--- src/rtl/sipo_pkg.sv ---
// -----------------------------------------------------------------------------
// sipo_pkg
// Shared definitions for the serial-to-parallel deserializer:
//   - state_t      : receive FSM states (PARITY is only entered when the
//                    design is built with PARITY_EN defined)
//   - cnt_width()  : bit-counter width for a given word width, sized so the
//                    counter can hold the value WIDTH itself
//   - DEFAULT_*    : the default word width and its matching counter width
// -----------------------------------------------------------------------------
package sipo_pkg;

    typedef enum logic [1:0] {
        IDLE   = 2'd0,
        SHIFT  = 2'd1,
        PARITY = 2'd2
    } state_t;

    function automatic int cnt_width(input int width);
        return $clog2(width + 1);
    endfunction

    localparam int DEFAULT_WIDTH = 4;
    localparam int DEFAULT_CNT_W = cnt_width(DEFAULT_WIDTH);

endpackage

--- src/rtl/sipo_deserializer_out_reg.sv ---
// -----------------------------------------------------------------------------
// sipo_out_reg
// One-deep output register of the deserializer. Owns the valid/ready
// handshake and decides whether a freshly completed word is accepted or
// dropped (overrun).
//
// Optional feature macro: PARITY_EN (adds load_perr / parity_err).
//
// Ports:
//   clk, rst_n   clock, asynchronous active-low reset
//   load         a frame completed this cycle
//   load_word    the completed word
//   load_perr    parity result of the completed frame (PARITY_EN only)
//   word_ready   consumer accepts word_out this cycle
//   word_out     held word
//   word_valid   word_out holds an unconsumed word
//   parity_err   parity result registered with word_out (PARITY_EN only)
//   overrun      one-cycle pulse when a completed word had to be dropped
// -----------------------------------------------------------------------------
module sipo_out_reg #(
    parameter int WIDTH = 4
) (
    input  logic             clk,
    input  logic             rst_n,
    input  logic             load,
    input  logic [WIDTH-1:0] load_word,
`ifdef PARITY_EN
    input  logic             load_perr,
    output logic             parity_err,
`endif
    input  logic             word_ready,
    output logic [WIDTH-1:0] word_out,
    output logic             word_valid,
    output logic             overrun
);

    logic reg_free;

    // The register can take a new word if it is empty, or if the consumer is
    // draining the current word in this very cycle.
    always_comb begin
        reg_free = !word_valid || word_ready;
    end

    // A completion into a free register reloads it and keeps valid high even
    // if the old word is consumed at the same edge. A completion into a full,
    // stalled register leaves word_out untouched and raises overrun for
    // exactly the cycle in which word_valid would otherwise have risen.
    always_ff @(posedge clk or negedge rst_n) begin
        if (!rst_n) begin
            word_out   <= '0;
            word_valid <= 1'b0;
            overrun    <= 1'b0;
`ifdef PARITY_EN
            parity_err <= 1'b0;
`endif
        end else begin
            overrun <= load && !reg_free;
            if (load && reg_free) begin
                word_out   <= load_word;
                word_valid <= 1'b1;
`ifdef PARITY_EN
                parity_err <= load_perr;
`endif
            end else if (word_valid && word_ready) begin
                word_valid <= 1'b0;
            end
        end
    end

endmodule

--- src/rtl/sipo_deserializer.sv ---
// -----------------------------------------------------------------------------
// sipo_deserializer
// Serial-to-parallel receive stage. Collects a sync-framed bit stream,
// rebuilds WIDTH-bit words and hands them to a one-deep valid/ready output
// register (sipo_out_reg).
//
// Optional feature macro: PARITY_EN -- each frame carries one trailing
// even-parity bit and the parity_err output exists.
//
// Parameters:
//   WIDTH      data bits per frame (2..32)
//   LSB_FIRST  1: first received bit -> word_out[0]
//              0: first received bit -> word_out[WIDTH-1]
//
// Ports:
//   clk, rst_n   clock, asynchronous active-low reset
//   sync         frame-start strobe (also aborts a frame in progress)
//   bit_in       serial data, qualified by bit_valid
//   bit_valid    bit_in carries a bit this cycle
//   word_out     assembled word
//   word_valid   word_out holds an unconsumed word
//   word_ready   consumer accepts word_out
//   busy         a frame is in progress
//   overrun      one-cycle pulse when a completed word is dropped
//   parity_err   even-parity failure of word_out (PARITY_EN only)
// -----------------------------------------------------------------------------
module sipo_deserializer
    import sipo_pkg::*;
#(
    parameter int WIDTH     = 4,
    parameter bit LSB_FIRST = 1'b1
) (
    input  logic             clk,
    input  logic             rst_n,
    input  logic             sync,
    input  logic             bit_in,
    input  logic             bit_valid,
    output logic [WIDTH-1:0] word_out,
    output logic             word_valid,
    input  logic             word_ready,
    output logic             busy,
`ifdef PARITY_EN
    output logic             parity_err,
`endif
    output logic             overrun
);

    localparam int             CW       = cnt_width(WIDTH);
    localparam logic [CW-1:0]  LAST_IDX = CW'(WIDTH - 1);

    state_t           state;
    state_t           state_next;
    logic [CW-1:0]    bit_cnt;
    logic [WIDTH-1:0] shift_reg;
    logic [WIDTH-1:0] shift_next;
    logic             last_data;
    logic             frame_done;
    logic [WIDTH-1:0] done_word;
`ifdef PARITY_EN
    logic             par_acc;
    logic             done_perr;
`endif

    // Shift direction decides which end of the word the first bit ends up in:
    // shifting right parks the first bit at [0] after WIDTH shifts, shifting
    // left parks it at [WIDTH-1].
    always_comb begin
        shift_next = shift_reg;
        if (LSB_FIRST) begin
            shift_next = {bit_in, shift_reg[WIDTH-1:1]};
        end else begin
            shift_next = {shift_reg[WIDTH-2:0], bit_in};
        end
    end

    // Frame completion. A sync in the same cycle always wins and suppresses
    // the word. Without parity the word completes on the last data bit, so
    // the freshly shifted value is delivered; with parity the data is already
    // sitting in the shift register when the parity bit arrives.
    always_comb begin
        last_data = (state == SHIFT) && bit_valid && (bit_cnt == LAST_IDX);
`ifdef PARITY_EN
        frame_done = !sync && bit_valid && (state == PARITY);
        done_word  = shift_reg;
        done_perr  = par_acc ^ bit_in;
`else
        frame_done = !sync && last_data;
        done_word  = shift_next;
`endif
    end

    // Datapath: shift register, bit counter and running parity. A sync
    // restarts everything, and the bit arriving with it counts as bit 0.
    always_ff @(posedge clk or negedge rst_n) begin
        if (!rst_n) begin
            shift_reg <= '0;
            bit_cnt   <= '0;
`ifdef PARITY_EN
            par_acc   <= 1'b0;
`endif
        end else if (sync) begin
            bit_cnt <= bit_valid ? CW'(1) : '0;
            if (bit_valid) begin
                shift_reg <= shift_next;
            end
`ifdef PARITY_EN
            par_acc <= bit_valid && bit_in;
`endif
        end else if ((state == SHIFT) && bit_valid) begin
            shift_reg <= shift_next;
            bit_cnt   <= bit_cnt + CW'(1);
`ifdef PARITY_EN
            par_acc   <= par_acc ^ bit_in;
`endif
        end
    end

    // FSM state register.
    always_ff @(posedge clk or negedge rst_n) begin
        if (!rst_n) begin
            state <= IDLE;
        end else begin
            state <= state_next;
        end
    end

    // FSM next-state logic. sync takes priority in every state.
    always_comb begin
        state_next = state;
        if (sync) begin
            state_next = SHIFT;
        end else begin
            case (state)
                SHIFT: begin
                    if (last_data) begin
`ifdef PARITY_EN
                        state_next = PARITY;
`else
                        state_next = IDLE;
`endif
                    end
                end
                PARITY: begin
                    if (bit_valid) begin
                        state_next = IDLE;
                    end
                end
                default: begin
                    state_next = state;
                end
            endcase
        end
    end

    // FSM outputs.
    always_comb begin
        busy = (state != IDLE);
    end

    sipo_out_reg #(
        .WIDTH (WIDTH)
    ) u_out_reg (
        .clk        (clk),
        .rst_n      (rst_n),
        .load       (frame_done),
        .load_word  (done_word),
`ifdef PARITY_EN
        .load_perr  (done_perr),
        .parity_err (parity_err),
`endif
        .word_ready (word_ready),
        .word_out   (word_out),
        .word_valid (word_valid),
        .overrun    (overrun)
    );

endmodule
--- config.mk ---
export PLATFORM = sky130hd
export DESIGN_NAME = sipo_deserializer
export DESIGN_NICKNAME = d
export VERILOG_FILES = /design/src/rtl/sipo_pkg.sv /design/src/rtl/sipo_deserializer_out_reg.sv /design/src/rtl/sipo_deserializer.sv
export SDC_FILE = /design/constraint.sdc
export NUM_CORES = 1
export LEC_CHECK = 0
export ABC_AREA = 1
export BUFFER_PORTS_ARGS = -buffer_cell sky130_fd_sc_hd__buf_4
export CAP_MARGIN = 15
export CELL_PAD_IN_SITES_DETAIL_PLACEMENT = 0
export CELL_PAD_IN_SITES_GLOBAL_PLACEMENT = 2
export CORE_MARGIN = 5
export CORE_UTILIZATION = 30
export DETAILED_ROUTE_END_ITERATION = 7
export PLACE_DENSITY_LB_ADDON = 0.1
export SYNTH_ARGS = -nofsm -noshare
export SYNTH_HDL_FRONTEND = slang
export SYNTH_SLANG_ARGS = --single-unit
--- constraint.sdc ---
create_clock -name clk -period 1.73 [get_ports clk]
set_clock_uncertainty 0.1 [all_clocks]
set_input_delay 0.0865 -clock clk [delete_from_list [all_inputs] [get_ports clk]]
set_output_delay 0.0865 -clock clk [all_outputs]
set_load 0.02 [all_outputs]
==> impl_metrics.ini <==
[synth]
netlist_top_cells_area = dfrtp_1, nand2_1, ha_1
yosysTopAreaCell = dfrtp_1
ys_seq_elements = 13
synth_area_um2 = 562
synthesis.nets = 65
synthDistinctLibCells = 14
ys_warn_count = 0
synth.avg_cell_area_um2 = 9.86
yosysSeqAreaShare = 0.579
synth_top_area_frac = 0.579
syn_inst = 57

[floorplanning]
dieHeight_um = 53.3
dieArea_um2 = 2840
chipWidth_um = 53.3
core.rowCount = 15
coreArea_um2 = 1750
io_pins = 13
start_util = 0.322

[power]
internal-power_mw = 0.550
power.switching_mw = 0.258
power_density_nw_per_um2 = 1080
sw_frac_of_total = 0.319
pwr-share-comb = 0.281
sequentialPowerShare = 0.493
peakVddDrop_uv = 521
p_clk_frac = 0.227
p_leak_nw = 0.379

[layout]
stdcell_area_um2 = 749
area_growth_pct = 33.4
layout_commonest_cell = nand2_1
regArea_um2 = 325
fillCellCount = 186
layout_common_cells = nand2_1, dfrtp_1, buf_4
layout-drive-gt1-share = 0.234
multi_input_area_um2 = 221
antennaDiodeCount = 0
largest_reg_flops = 4
nets = 86

[route]
wl_met1_um = 510
antenna_left = 0
vias = 446
routed_via_density = 4.37
first_pass_iters = 4
wl_met3_um = 83
wl_per_cell_um = 10.4
wl_met2_um = 457
drtIter0Drc = 7
routed_wl_mm = 1.06
drc = 0
top_layer_used = met4

[global_routing]
grt_pass1_wl_mm = 1.78
grt.total_usage = 0.0917
grt_start_max_net_pins = 14
grt_antenna_before_repair = 0
grt_overflow = 0
grt_pass1_vias = 403

[clock_tree]
clock_sinks = 13
clock_path_buffers = 2
cts_tree = built
htreeDepth = 1
cts_inserted_buffers = 3
cts-root-buf = clkbuf_4
cts_resized = 0
clk_pin_slew_worst_paths_ns = 0.07
clk-insertion-delay-late_ns = 0.27

[critical_path]
worstPathRequired_ns = 1.81
worst_setup_path_end_kind = flop
critical-path-top-delay-family = adder cells
worstPathMaxFanout = 3
cpMostUsedCell = ha_1
crit_type = reg -> reg
r2r_setup_slack_ns = 0.43
max_stage_delay_ns = 0.40
arrival_ns = 1.38
crit_path_cell_trace = ha_1 > ha_1 > o31ai_1
critPathBufInv = 0
start_kind = flop
cp_slowest_cell = dfrtp_1

[sta]
timing.slew.headroom = 0.812
hold_violations = 0
tns_ns = 0
worst_slew_pin_slew_ns = 0.283
layout_min_cycle_time_ns = 1.30
max_freq_ghz = 0.768
drv_slew = 0
rsz0062_at_grt = no
setup_viol = 0
period_share = 0.752

[hold_path]
hold_path_class = in -> async

[placement]
port_buffers = 12
dpl-instance-area_um2 = 683
gp_congestion = 0.715
hpwl_um = 838

[flow_run]
max-cap-violations = 0

[run_status]
status = finished, final reports clean
-- cells by family (layout without fill, tap and decap cells) --
group	Yosys count	in the layout	synth area share
simple gates	34	34	0.305
flops	13	13	0.579
compound gates	4	4	0.0445
buf+inv	4	24	0.0267
fa+ha+maj	2	2	0.0445
-- worst paths after layout --
check,from,endpoint,cells past startpoint
max,bit_cnt[0]$_DFFE_PN0P_,bit_cnt[2]$_DFFE_PN0P_,3
max in group asynchronous,rst_n,shift_reg[3]$_DFFE_PN0P_,2
min,rst_n,u_out_reg.overrun$_DFF_PN0_,2
max reg2reg,bit_cnt[0]$_DFFE_PN0P_,bit_cnt[2]$_DFFE_PN0P_,3
min in group clk,word_ready,u_out_reg.overrun$_DFF_PN0_,4
min reg2reg,u_out_reg.word_out[1]$_DFFE_PN0P_,u_out_reg.word_out[1]$_DFFE_PN0P_,2
-- area by class of cell --
| cell class | count | area share |
|---|---|---|
| sequential | 13 | 0.434 |
| multi-input combinational | 40 | 0.295 |
| inverter | 4 | 0.0200 |
| tap | 25 | 0.0417 |
| timing repair buffer | 16 | 0.174 |
| clock buffer | 4 | 0.0351 |
-- worst register-to-register path: cells and delay by family (launching register included) --
family	cells	cell delay, ns
AO/OA/AOI/OAI	1	0.24
adder cells (fa/ha/maj)	2	0.47
flip-flops	1	0.40
-- power groups by stage --
stage                     clock [mW]  combinational [mW]  sequential (mW)
after global routing           0.213               0.248            0.403
after floorplan                    0              0.0722            0.450
after global placement             0               0.224            0.404
after CTS                      0.192               0.231            0.399
final                          0.183               0.227            0.398
after detailed placement           0               0.224            0.404
-- timing repair --
item | 4_1_cts | 5_1_grt
hold buffers | 4 | 0
setup buffers | 0 | 0
hold endpoints to repair | 17 | 0
-- through the flow --
stage                     total power [mW]  cells  setup slack (ns)  hold WS, ns  utilization
after floorplan                      0.522     57             0.513       -0.309            -
after CTS                            0.822    102             0.408       0.0888        0.429
after global placement               0.628     94             0.439       -0.159        0.391
final                                0.807    102             0.428       0.0883        0.429
after global routing                 0.865    102             0.351       0.0975        0.429
after detailed placement             0.628     94             0.433       -0.159        0.391
-- cells in the mapped netlist (all sizes together) --
cell type	instances
dfrtp	13
nor2	3
nand2	22
o31ai	1
nand3	5
a21oi	1
ha	2
o21ai	1
inv	4
nand4	4
o211ai	1
-- metal layers --
layer | global-route usage | vias to the layer above
li1 | - | 232
met1 | 0.112 | 200
met2 | 0.131 | 12
met3 | 0.0507 | 2
met4 | 0.0383 | 0
met5 | 0 | -
Power figures use the tool's default switching activity.
